==> src/rtl/pc_ctrl_pkg.sv <==
// Shared definitions for the PC write controller: branch-type encodings,
// exception cause codes and the controller FSM state type.
package pc_ctrl_pkg;

  localparam logic [1:0] BR_EQ = 2'b00;
  localparam logic [1:0] BR_NE = 2'b01;
  localparam logic [1:0] BR_LT = 2'b10;
  localparam logic [1:0] BR_GT = 2'b11;

  localparam logic [1:0] EXC_OPCODE   = 2'b00;
  localparam logic [1:0] EXC_OVF      = 2'b01;
  localparam logic [1:0] EXC_DIV0     = 2'b10;
  localparam logic [1:0] EXC_MISALIGN = 2'b11;

  typedef enum logic {
    ST_RUN      = 1'b0,
    ST_EXC_WAIT = 1'b1
  } pc_state_e;

endpackage

==> src/rtl/pc_write_ctrl_branch_cond.sv <==
// Branch condition evaluation (combinational).
//   br_type  in  2  branch type (BR_EQ/BR_NE/BR_LT/BR_GT)
//   alu_zero, alu_lt, alu_gt  in  ALU compare flags
//   take     out 1  branch condition is satisfied
module branch_cond
  import pc_ctrl_pkg::*;
(
  input  logic [1:0] br_type,
  input  logic       alu_zero,
  input  logic       alu_lt,
  input  logic       alu_gt,
  output logic       take
);

  always_comb begin
    take = 1'b0;
    case (br_type)
      BR_EQ:   take = alu_zero;
      BR_NE:   take = ~alu_zero;
      BR_LT:   take = alu_lt;
      BR_GT:   take = alu_gt;
      default: take = 1'b0;
    endcase
  end

endmodule

==> src/rtl/pc_write_ctrl.sv <==
// Program counter register and write-enable controller for the multicycle
// datapath. Decides whether the PC is written, captures EPC/cause on
// exceptions and holds the PC until the handler address is loaded.
//   clk, reset_n        clock, async active-low reset
//   pc_next             next-PC value from the PC-source mux
//   pc_write            unconditional write strobe
//   pc_write_cond       conditional (branch) write strobe
//   br_type, alu_*      branch type and ALU flags
//   exc_req, exc_code   exception request and cause
//   pc, epc, exc_cause  current PC, exception PC, latched cause
//   exc_busy            waiting for the handler-address load
//   branch_taken        one-cycle pulse after a taken conditional write
//   pc_wr_count         count of accepted PC writes (wraps)
//
// state        | meaning
// ST_RUN       | normal operation, writes and exceptions accepted
// ST_EXC_WAIT  | exception captured, only pc_write (handler load) accepted
module pc_write_ctrl
  import pc_ctrl_pkg::*;
#(
  parameter logic [31:0] RESET_PC   = 32'h0000_0000,
  parameter logic [31:0] EPC_OFFSET = 32'd4
) (
  input  logic        clk,
  input  logic        reset_n,
  input  logic [31:0] pc_next,
  input  logic        pc_write,
  input  logic        pc_write_cond,
  input  logic [1:0]  br_type,
  input  logic        alu_zero,
  input  logic        alu_lt,
  input  logic        alu_gt,
  input  logic        exc_req,
  input  logic [1:0]  exc_code,
  output logic [31:0] pc,
  output logic [31:0] epc,
  output logic [1:0]  exc_cause,
  output logic        exc_busy,
  output logic        branch_taken,
  output logic [31:0] pc_wr_count
);

  pc_state_e   state_q, state_d;
  logic [31:0] pc_q, pc_d;
  logic [31:0] epc_q, epc_d;
  logic [1:0]  cause_q, cause_d;
  logic        bt_q, bt_d;
  logic [31:0] cnt_q, cnt_d;
  logic        take;
  logic        wr_req;

  branch_cond u_branch_cond (
    .br_type  (br_type),
    .alu_zero (alu_zero),
    .alu_lt   (alu_lt),
    .alu_gt   (alu_gt),
    .take     (take)
  );

  assign wr_req = pc_write | (pc_write_cond & take);

  always_ff @(posedge clk or negedge reset_n) begin
    if (!reset_n) begin
      state_q <= ST_RUN;
      pc_q    <= RESET_PC;
      epc_q   <= '0;
      cause_q <= '0;
      bt_q    <= 1'b0;
      cnt_q   <= '0;
    end else begin
      state_q <= state_d;
      pc_q    <= pc_d;
      epc_q   <= epc_d;
      cause_q <= cause_d;
      bt_q    <= bt_d;
      cnt_q   <= cnt_d;
    end
  end

  always_comb begin
    state_d = state_q;
    pc_d    = pc_q;
    epc_d   = epc_q;
    cause_d = cause_q;
    bt_d    = 1'b0;
    cnt_d   = cnt_q;
    case (state_q)
      ST_RUN: begin
        if (exc_req) begin
          epc_d   = pc_q - EPC_OFFSET;
          cause_d = exc_code;
          state_d = ST_EXC_WAIT;
        end else if (wr_req && (pc_next[1:0] != 2'b00)) begin
          epc_d   = pc_q - EPC_OFFSET;
          cause_d = EXC_MISALIGN;
          state_d = ST_EXC_WAIT;
        end else if (wr_req) begin
          pc_d  = pc_next;
          cnt_d = cnt_q + 32'd1;
          // Only a write that came purely from the branch path counts as taken.
          bt_d  = ~pc_write;
        end
      end
      ST_EXC_WAIT: begin
        // Handler vector may be byte-aligned, so no alignment check here.
        if (pc_write) begin
          pc_d    = pc_next;
          cnt_d   = cnt_q + 32'd1;
          state_d = ST_RUN;
        end
      end
      default: state_d = ST_RUN;
    endcase
  end

  assign pc           = pc_q;
  assign epc          = epc_q;
  assign exc_cause    = cause_q;
  assign exc_busy     = (state_q == ST_EXC_WAIT);
  assign branch_taken = bt_q;
  assign pc_wr_count  = cnt_q;

endmodule

==> config.mk <==
export PLATFORM = sky130hd
export DESIGN_NAME = pc_write_ctrl
export DESIGN_NICKNAME = d
export VERILOG_FILES = /design/src/rtl/pc_ctrl_pkg.sv /design/src/rtl/pc_write_ctrl_branch_cond.sv /design/src/rtl/pc_write_ctrl.sv
export SDC_FILE = /design/constraint.sdc
export NUM_CORES = 1
export LEC_CHECK = 0
export ABC_CLOCK_PERIOD_IN_PS = 3000
export BUFFER_PORTS_ARGS = -buffer_cell sky130_fd_sc_hd__buf_2
export CAP_MARGIN = 10
export CORE_MARGIN = 2
export CORE_UTILIZATION = 45
export CTS_CLUSTER_SIZE = 12
export DETAILED_ROUTE_END_ITERATION = 12
export GPL_TIMING_DRIVEN = 0
export PLACE_DENSITY = 0.82
export SETUP_SLACK_MARGIN = 0.2
export SYNTH_ARGS = -nofsm -noshare
export SYNTH_HDL_FRONTEND = slang
export SYNTH_HIERARCHICAL = 1
export SYNTH_SLANG_ARGS = --single-unit
export TNS_END_PERCENT = 50
==> constraint.sdc <==
create_clock -name clk -period 3 [get_ports clk]
set_clock_uncertainty 0.15 [all_clocks]
set_input_delay 0.15 -clock clk [delete_from_list [all_inputs] [get_ports clk]]
set_output_delay 0.15 -clock clk [all_outputs]
set_load 0.005 [all_outputs]
==> metrics, run 1 <==
DRC 0; type of destination of the critical path flop; IO Count 144; H-tree depth 3; syn_nets 521; vias in the first global route 4316; Port Buffers 143; multiplexer share of the synthesized area 0.927%; Leak 2.91 nW; Sw Ratio 37.6%; initial antenna violation count 0; Post-DRT Antenna Nets 0; WHS Endpoint branch_taken; worst r2r path cells 6; Clock Latency Late Sink 0.37 ns; EDFF count, synth 0; core area 9820 sq um; Util after Layout 62.0%; die area 11000 sq um; total gr overflow 0; # diodes 0; fin crit share 84.4%; post-synth top area share 54.5%; worst r2r src pc[2]; min Tclk post-route 2.53 ns; Final nets 713; GP Congestion 0.838; Num CTS Buffers 9; NetSw 1.77 mW; pwr/cell area 772 nW/um^2; Synth area leaders dfrtp_1 55%, nand2_1 9.8%, xnor2_1 5.2%; Ys Warns 6; Synth async-reset ratio 100%; global-route wire length before repair 21.1 mm; worst vdd ir 303 uV; xor/xnor cell area share of the yosys netlist 8.02%; Total GRT Usage 23.9%; CP startpoint kind input port; share of total power in the clock network 19.2%; DRT Wirelength 12.7 mm; Reg clk slew, reported paths 0.10 ns; fin. max-slew vios 0; post-detail-place hpwl 8.83 mm; Netlist cell types 37; P&R area growth vs syn 32.7%; Setup CP Type in2reg; WL/cell 15.7 microns; Seq/Total Area, Yosys 54.5%; Root Driver clkbuf_8; flop-to-flop setup slack 0.54 ns; synthesized cell area 4590 sq um; Flop pwr share 47.0%; RSZ-0062 raised after global routing no; DRT Pass-1 Iters 5; die width 105 microns; worst endpoint required time 3.14 ns; clock sinks 100; DR iter-0 viols 199; Via Count 4335; fmax 395 MHz; Bufs on Longest Clock Path 2; Fin Setup TNS 0 ns; worst-margin pin slew 1.03 ns; ratio of cells with drive above 1 in the final layout 26.2%; Final Hold Fails 0; Max-Cap Viols 0; Logic pwr share 33.8%; internal power 2.93 mW; Initial Util 46.7%; Arr. time, crit path 2.67 ns; main combinational cell family by area after synthesis simple AND/OR/NAND/NOR gates; Post-Synth Simple-Gate Area 26.3%; run status complete, no violations; Fill cells 820; vias per cell 5.39; final number of setup-violating endpoints 0; Synth Area in Compound Gates 7.61%; Synth Area in Adders 0.545%; synthesized flop and latch total 100; ys flop type dfrtp_1; postcts setup bufs 0; syn avg cell area 9.66 sq um; Max-slew headroom 31.0%; crit path max fanout 10; hold path start pc_write_cond; WHS Path Cells 3; Std-Cell Rows 36; largest net degree at the start of global routing 56; RR Endpoint epc[26]; Syn Inst Count 475; post-synth top area cell dfrtp_1; min-delay worst type in2reg; Die H 105 microns; CTS tree yes
## power by group through the flow
stage               clock, mW  combinational, mW  sequential [mW]
global route            0.972               1.79             2.28
detailed placement          0               1.55             2.23
global placement            0               1.50             2.20
finish                  0.903               1.59             2.21
floorplan                   0              0.783             2.19
CTS                     0.916               1.59             2.20
## what timing repair did
| action | CTS | global route |
|---|---|---|
| resized for setup | 0 | 1 |
| hold buffers | 37 | 0 |
| endpoints found under the setup margin | 0 | 1 |
| endpoints found under the hold margin | 81 | 0 |
## worst max path at each step
stage | start | to | slack, ns | cells after the start
global route | exc_req | pc_wr_count[15] | 0.33 | 8
floorplan | pc[26] | epc[29] | 0.88 | 4
finish | exc_req | pc_wr_count[15] | 0.47 | 8
global placement | pc[4] | epc[23] | 0.48 | 5
detailed placement | pc[4] | epc[23] | 0.43 | 5
CTS | pc[4] | epc[23] | 0.40 | 5
## state kept, by name (all words and copies together), names as in the netlist
| signal | cells |
|---|---|
| epc | 32 |
| pc | 32 |
| exc_cause | 2 |
| exc_busy | 1 |
| pc_wr_count | 32 |
| branch_taken | 1 |
## cell families after synthesis
group / Yosys count
muxes: 4
AOI/OAI and AO/OA: 55
buffers and inverters: 25
xor gates and xnor gates: 42
DFF: 100
adders and majority gates: 2
and+or+nand+nor: 247
## stage by stage
| step | power [mW] | setup WS, ns | hold WS, ns | cell area (sq um) | std cells |
|---|---|---|---|---|---|
| global placement | 3.70 | 0.476 | 0.189 | 5470 | 751 |
| detailed placement | 3.78 | 0.426 | 0.0506 | 5500 | 752 |
| floorplan | 2.97 | 0.877 | -0.296 | 4590 | 475 |
| CTS | 4.71 | 0.403 | 0.0759 | 6080 | 805 |
| global route | 5.04 | 0.326 | 0.0846 | 6090 | 805 |
| finish | 4.70 | 0.467 | 0.0955 | 6090 | 805 |
## metal layers
| layer | share of wire, % | track usage [%] | vias to the layer above |
|---|---|---|---|
| met4 | 3.1 | 12.1 | 0 |
| met3 | 6.3 | 4.49 | 34 |
| met1 | 42 | 30.6 | 2079 |
| met2 | 49 | 38.6 | 181 |
| li1 | - | - | 2041 |
| met5 | 0 | 0 | - |
## final cells by class
cell class	count	area, sq um	share of cell area, %
buffer	20	78.8	1.29
clock buffer	11	151	2.49
clock inverter	5	60.1	0.986
inverter	5	18.8	0.308
multi-input combinational	350	1990	32.8
sequential	100	2500	41.1
tap	133	166	2.73
timing repair buffer	181	1120	18.3
## critical path, stage by stage
cell	delay (ns)
dlygate4sd3_1	0.54
buf_2	0.15
nor3_1	0.39
o22a_1	0.19
clkbuf_1	0.38
clkbuf_1	0.46
nand3_1	0.18
xnor2_1	0.23
## layout by cell type (no fill, tap or decap), types with 3 or more instances in the layout
| cell type | Yosys | layout |
|---|---|---|
| o22a_1 | 3 | 3 |
| nor2_1 | 28 | 28 |
| clkbuf_1 | 15 | 15 |
| or2_2 | 4 | 4 |
| nand2_1 | 120 | 120 |
| a31oi_1 | 18 | 18 |
| or4_1 | 13 | 13 |
| or3_1 | 9 | 9 |
| inv_1 | 5 | 5 |
| nor3_1 | 13 | 12 |
| and3_1 | 4 | 4 |
| nor4_1 | 4 | 4 |
| o31ai_1 | 13 | 13 |
| nand3_1 | 10 | 10 |
| buf_2 | 3 | 145 |
| and2_1 | 5 | 5 |
| xor2_1 | 15 | 15 |
| xnor2_1 | 27 | 27 |
| dfrtp_1 | 100 | 100 |
| nand4_1 | 25 | 25 |
| clkbuf_8 | 0 | 11 |
| o21ai_0 | 18 | 18 |
| dlygate4sd3_1 | 0 | 37 |
## synth_stat cells (3+ instances only)
library cell,instances
a31oi_1,18
and2_1,5
and3_1,4
buf_2,3
clkbuf_1,15
dfrtp_1,100
inv_1,5
nand2_1,120
nand3_1,10
nand4_1,25
nor2_1,28
nor3_1,13
nor4_1,4
o21ai_0,18
o22a_1,3
o31ai_1,13
or2_2,4
or3_1,9
or4_1,13
xnor2_1,27
xor2_1,15
(Power assumes the default switching activity.)
==> run 2: changes to the inputs <==
- ABC_AREA: default -> 1
- ABC_CLOCK_PERIOD_IN_PS: 3000 -> 2550
- PLACE_DENSITY: 0.82 -> 0.8
- clock period: 3 -> 2.55 ns (I/O delays scaled with it)
==> run 2 against run 1 <==
Area after synthesis is 14% higher. Highest routed layer unchanged. Largest power group unchanged. Global-route usage is 1.5 points higher. Cell area is 13% higher. Die area is 13% higher. Via count is 23% higher. Critical path type unchanged. Critical path depth is 1 higher. Core utilization is 1.7 points lower.
==> metrics, run 2 <==
Via Count 5318 (was 4335); Placement Cell Area 6160 sq um (was 5500 sq um); DP Cell Count 994 (was 752); worst vdd ir 614 uV (was 303 uV); ys flop type dfrtp_1 (unchanged); Fin Setup TNS 0 ns (unchanged); Power, Total 6.10 mW (was 4.70 mW); Max-Cap Viols 0 (unchanged); # hold bufs at CTS 38 (was 37); WL/cell 14.7 microns (was 15.7 microns); IO Count 144 (unchanged); design area 6850 sq um (was 6090 sq um); met1 usage 32.0% (was 30.6%); worst-margin pin slew 0.581 ns (was 1.03 ns); Leak 3.52 nW (was 2.91 nW); Clock Latency Late Sink 0.35 ns (was 0.37 ns); CP startpoint kind input port (unchanged); Num CTS Buffers 9 (unchanged); fin. max-slew vios 0 (unchanged); core area 11400 sq um (was 9820 sq um); Final nets 946 (was 713); initial antenna violation count 0 (unchanged); met2 usage 42.3% (was 38.6%); most frequent cell after synthesis nand2_1 (unchanged); DRC 0 (unchanged); post-synth top area share 47.8% (was 54.5%); total gr overflow 0 (unchanged); syn_nets 753 (was 521); global-route wire length before repair 25.2 mm (was 21.1 mm); Max-slew headroom 61.2% (was 31.0%); Bufs on Longest Clock Path 2 (unchanged); syn avg cell area 7.40 sq um (was 9.66 sq um); DR iter-0 viols 371 (was 199); vias in the first global route 5199 (was 4316); Root Driver clkbuf_16 (was clkbuf_8); Syn Inst Count 707 (was 475); CTS tree yes (unchanged); P&R area growth vs syn 30.9% (was 32.7%); largest net degree at the start of global routing 62 (was 56); min-delay worst type in2async (was in2reg); die width 112 microns (was 105 microns); synthesized cell area 5230 sq um (was 4590 sq um); pwr/cell area 891 nW/um^2 (was 772 nW/um^2); Netlist cell types 29 (was 37); DRT Pass-1 Iters 5 (unchanged); Ys Warns 6 (unchanged); Final Hold Fails 0 (unchanged); synthesized flop and latch total 100 (unchanged); worst endpoint required time 2.60 ns (was 3.14 ns); fin crit share 79.3%; ratio of cells with drive above 1 in the final layout 20.9% (was 26.2%); DRT Wirelength 15.4 mm (was 12.7 mm); post-route non-filler standard cell count 1049 (was 805); type of destination of the critical path flop (unchanged); Initial Util 46.0% (was 46.7%); RSZ-0062 raised after global routing no (unchanged); Std-Cell Rows 39 (was 36); Arr. time, crit path 2.08 ns (was 2.67 ns); final number of setup-violating endpoints 0 (unchanged); die area 12500 sq um (was 11000 sq um); postcts setup bufs 0 (unchanged); synth cell count leaders 282 x nand2_1, 100 x dfrtp_1, 94 x nor2_1, 52 x inv_1, 47 x o21ai_0 (was 120 x nand2_1, 100 x dfrtp_1, 28 x nor2_1, 27 x xnor2_1, 25 x nand4_1); Synth async-reset ratio 100% (unchanged); run status complete, no violations (unchanged); post-detail-place hpwl 11.2 mm (was 8.83 mm); Seq/Total Area, Yosys 47.8% (was 54.5%); clock sinks 100 (unchanged); Die H 112 microns (was 105 microns); Post-DRT Antenna Nets 0 (unchanged); min Tclk post-route 2.02 ns; Total GRT Usage 25.4% (was 23.9%); gr busiest metal met2 (unchanged); post-synth top area cell dfrtp_1 (unchanged); Fill cells 1019 (was 820); fmax 495 MHz; met3 Resource Use GR 4.35% (was 4.49%); most frequent cells in the layout 282 x nand2_1, 153 x buf_2, 100 x dfrtp_1, 94 x nor2_1, 52 x inv_1 (was 145 x buf_2, 120 x nand2_1, 100 x dfrtp_1, 37 x dlygate4sd3_1, 28 x nor2_1); GP Congestion 0.912 (was 0.838); most common cell after layout, fill and taps aside nand2_1 (was buf_2); Setup CP Type in2reg (unchanged); post-cts resize count 0 (unchanged); H-tree depth 3 (unchanged); vias per cell 5.07 (was 5.39); crit path max fanout 10 (unchanged); Synth area leaders dfrtp_1 48%, nand2_1 20%, nor2_1 6.7% (was dfrtp_1 55%, nand2_1 9.8%, xnor2_1 5.2%); Port Buffers 143 (unchanged); EDFF count, synth 0 (unchanged); Reg clk slew, reported paths 0.07 ns (was 0.10 ns)
==> run 2: cell families after synthesis <==
group / share of synthesized area, %
xor+xnor: 4.52
fa+ha+maj: 0.478
buf+inv: 5.57
flops: 47.8
simple gates: 36.3
compound gates: 5.28
==> run 2: cell type report <==
| cell class | instances | area, sq um | share of cell area (%) |
|---|---|---|---|
| Antenna cell | 1 | 2.50 | 0.0365 |
| Buffer | 16 | 88.8 | 1.30 |
| Clock buffer | 12 | 236 | 3.45 |
| Clock inverter | 4 | 73.8 | 1.08 |
| Inverter | 54 | 203 | 2.96 |
| Multi-Input combinational cell | 537 | 2440 | 35.6 |
| Sequential cell | 100 | 2500 | 36.5 |
| Tap cell | 143 | 179 | 2.61 |
| Timing Repair Buffer | 182 | 1130 | 16.4 |
==> run 2: path summary, 6_finish.rpt <==
| check | depth (start not counted) | end | slack, ns | start |
|---|---|---|---|---|
| worst max register to register | 7 | epc[20] | 0.62 | pc[2] |
| worst max-delay path | 9 | pc[25] | 0.53 | pc_next[1] |
| max in group asynchronous | 3 | pc[0] | 1.39 | reset_n |
| worst min register to register | 2 | epc[24] | 0.33 | epc[24] |
| worst min-delay path | 2 | epc[10] | 0.15 | reset_n |
| min in group clk | 5 | epc[8] | 0.28 | pc_write_cond |
==> run 2: metrics by stage <==
step	utilization [%]	setup slack [ns]	hold slack (ns)
2_1_floorplan	-	0.991	-0.318
3_3_place_gp	53.9	0.165	0.172
3_5_place_dp	54.2	0.636	0.00260
4_1_cts	60.2	0.471	0.177
5_1_grt	60.2	0.366	0.212
6_report	60.3	0.528	0.155
==> run 2: where the power goes <==
| group | total (mW) | internal [mW] | switching, mW |
|---|---|---|---|
| clock | 1.46 | 0.862 | 0.602 |
| combinational | 2.05 | 0.855 | 1.19 |
| sequential | 2.59 | 2.08 | 0.503 |
| total | 6.10 | 3.80 | 2.30 |
==> run 2: worst max-delay path, cell delays in order <==
cell and delay (ns):
dlygate4sd3_1 0.54, buf_2 0.13, nor2_2 0.16, nand3_1 0.11, nand2_1 0.07, nand2_1 0.09, inv_2 0.18, clkbuf_1 0.49
o21ai_0 0.18
==> run 2: layer usage <==
layer  share of wire [%]  wire length (microns)
met5                   0                      0
met4                 3.8                    586
met3                 6.6                   1010
met2                  48                   7400
met1                  42                   6400
==> run 3: changes to the inputs <==
- ABC_AREA: 1 -> 0
- ABC_CLOCK_PERIOD_IN_PS: 2550 -> 2000
- PLACE_DENSITY: 0.8 -> 0.82
- clock period: 2.55 -> 2 ns (I/O delays scaled with it)
==> run 3 against run 2 <==
The flow now finishes with violations (setup timing). Sequential power rose by 30%. Setup slack got worse by 0.72 ns. Core utilization rose by 9.6 points. Sequential share of layout area rose by 0.12 points. Via count fell by 12%. Routed wire length fell by 2.8%. Power rose by 31%. Global-route usage rose by 0.64 points. Non-clock buffer count rose by 54. Hold slack got worse by 0.080 ns. Count of clock-buffer cells in the layout fell by 1. Flip-flop and latch count did not move. Critical endpoint is now epc[29]. Largest cell class unchanged.
==> metrics, run 3 (synthesized netlist as in run 1, its figures left out) <==
die width 105 microns (was 112 microns); CP startpoint kind flop (was input port); Flop pwr share 42.2% (was 42.4%); GP Congestion 0.876 (was 0.912); Fill cells 746 (was 1019); Sw Ratio 39.0% (was 37.7%); Logic pwr share 41.0% (was 33.6%); Util after Layout 69.9% (was 60.3%); core area 9820 sq um (was 11400 sq um); share of total power in the clock network 16.8% (was 24.0%); worst endpoint required time 2.13 ns (was 2.60 ns); initial antenna violation count 0 (unchanged); Max-slew headroom 64.2% (was 61.2%); ratio of cells with drive above 1 in the final layout 39.4% (was 20.9%); final number of setup-violating endpoints 12 (was 0); H-tree depth 3 (unchanged); fin crit share 109%; Root Driver clkbuf_8 (was clkbuf_16); fmax 457 MHz; post-detail-place hpwl 8.87 mm (was 11.2 mm); Final Hold Fails 0 (unchanged); Via Count 4704 (was 5318); Worst Path Buf+Inv 0 (was 4); most frequent cells in the layout 144 x buf_2, 119 x nand2_1, 91 x dfrtp_1, 40 x buf_4, 37 x dlygate4sd3_1 (was 282 x nand2_1, 153 x buf_2, 100 x dfrtp_1, 94 x nor2_1, 52 x inv_1); P&R area growth vs syn 49.5% (was 30.9%); Final nets 765 (was 946); CP top delay family simple AND/OR/NAND/NOR gates (was buffers and inverters); worst-margin pin slew 0.532 ns (was 0.581 ns); Clock Latency Late Sink 0.37 ns (was 0.35 ns); WL/cell 17.5 microns (was 14.7 microns); CP max stage delay 0.58 ns (was 0.54 ns); die area 11000 sq um (was 12500 sq um); CP cell instances or4_4, or3_4, or4_1, a31oi_1 (was dlygate4sd3_1, buf_2, nor2_2, nand3_1, nand2_1, nand2_1, inv_2, clkbuf_1, o21ai_0); Setup CP Type reg2reg (was in2reg); crit path max fanout 5 (was 10); run status finished with violations (was complete, no violations); DR iter-0 viols 238 (was 371); DRT Wirelength 15.0 mm (was 15.4 mm); vias per cell 5.49 (was 5.07); Fin Setup TNS -1.14 ns (was 0 ns); pwr/cell area 1160 nW/um^2 (was 891 nW/um^2); clock sinks 100 (unchanged); total gr overflow 0 (unchanged); RSZ-0062 raised after global routing yes (was no); Bufs on Longest Clock Path 2 (unchanged); worst vdd ir 476 uV (was 614 uV); NetSw 3.11 mW (was 2.30 mW); WHS 0.0749 ns (was 0.155 ns); Port Buffers 143 (unchanged); global-route wire length before repair 22.9 mm (was 25.2 mm); fin. max-slew vios 0 (unchanged); largest net degree at the start of global routing 69 (was 62); DRT Pass-1 Iters 6 (was 5); CTS tree yes (unchanged); Total GRT Usage 26.0% (was 25.4%); Die H 105 microns (was 112 microns); Leak 3.31 nW (was 3.52 nW); Initial Util 46.7% (was 46.0%); DRC 0 (unchanged); Reg clk slew, reported paths 0.10 ns (was 0.07 ns); # diodes 0 (was 1); Std-Cell Rows 36 (was 39); type of destination of the critical path flop (unchanged); failing checks setup timing; Max-Cap Viols 0 (unchanged); min Tclk post-route 2.19 ns; most common cell after layout, fill and taps aside buf_2 (was nand2_1); Post-DRT Antenna Nets 0 (unchanged); Arr. time, crit path 2.32 ns (was 2.08 ns); vias in the first global route 4531 (was 5199); CP max stage cell or4_4 (was dlygate4sd3_1); IO Count 144 (unchanged); Worst Slack Setup Final -0.187 ns (was 0.528 ns); min-delay worst type in2async (unchanged); internal power 4.87 mW (was 3.80 mW); Num CTS Buffers 9 (unchanged)
## run 3: power by group through the flow
stage                     Clock [mW]  Sequential [mW]  Combinational, mW
after floorplan                    0             3.32               1.24
after global placement             0             3.33               2.33
after detailed placement           0             3.37               2.40
after CTS                       1.35             3.31               2.88
after global routing            1.45             3.44               3.57
final                           1.34             3.37               3.27
## run 3: final timing paths
kind,start,endpoint,slack (ns),cells after the start
worst max register to register,pc[26],epc[29],-0.19,4
max in group asynchronous,reset_n,pc[23],0.90,3
worst min-delay path,reset_n,pc_wr_count[21],0.07,2
min in group clk,pc_write_cond,branch_taken,0.08,3
worst max-delay path,pc[26],epc[29],-0.19,4
worst min register to register,pc_wr_count[31],pc_wr_count[31],0.32,1
## run 3: repair_timing
item	4_1_cts	5_1_grt
gates resized for setup	45	55
endpoints found under the hold margin	136	0
endpoints found under the setup margin	92	89
hold buffers	37	0
pin swaps	22	42
cloned	2	2
buffers inserted	30	18
## run 3: per-stage QoR
step	setup WS, ns	area (sq um)	power [mW]	instances
after detailed placement	-0.360	5580	5.77	752
after global routing	-0.206	6860	8.46	857
after CTS	-0.165	6540	7.54	837
after floorplan	-0.122	4670	4.56	475
after global placement	-0.484	5550	5.66	751
final	-0.187	6860	7.98	857
## run 3: per-layer routing
metal  global-route usage [%]  vias up  wire length, microns  part of all wire [%]
met1                     31.7     2312                  5840                    39
met5                        0        -                     0                     0
met4                     10.3        0                   347                   2.3
met3                     6.92       36                  1080                   7.2
met2                     44.0      206                  7710                    51
li1                         -     2150                     -                     -
## run 3: cell type report
class                           count  area, sq um  area share [%]
Sequential cell                   100         2510            36.6
Tap cell                          133          166            2.43
Multi-Input combinational cell    351         2270            33.0
Timing Repair Buffer              232         1550            22.5
Inverter                            5         18.8           0.274
Clock inverter                      5         61.3           0.894
Buffer                             20          146            2.13
Clock buffer                       11          141            2.06
## run 3: worst register-to-register path: cells and delay by family, from the launching register on
kind / cells / cell delay, ns
flops: 1 / 0.39
simple gates: 3 / 1.37
compound gates: 1 / 0.19
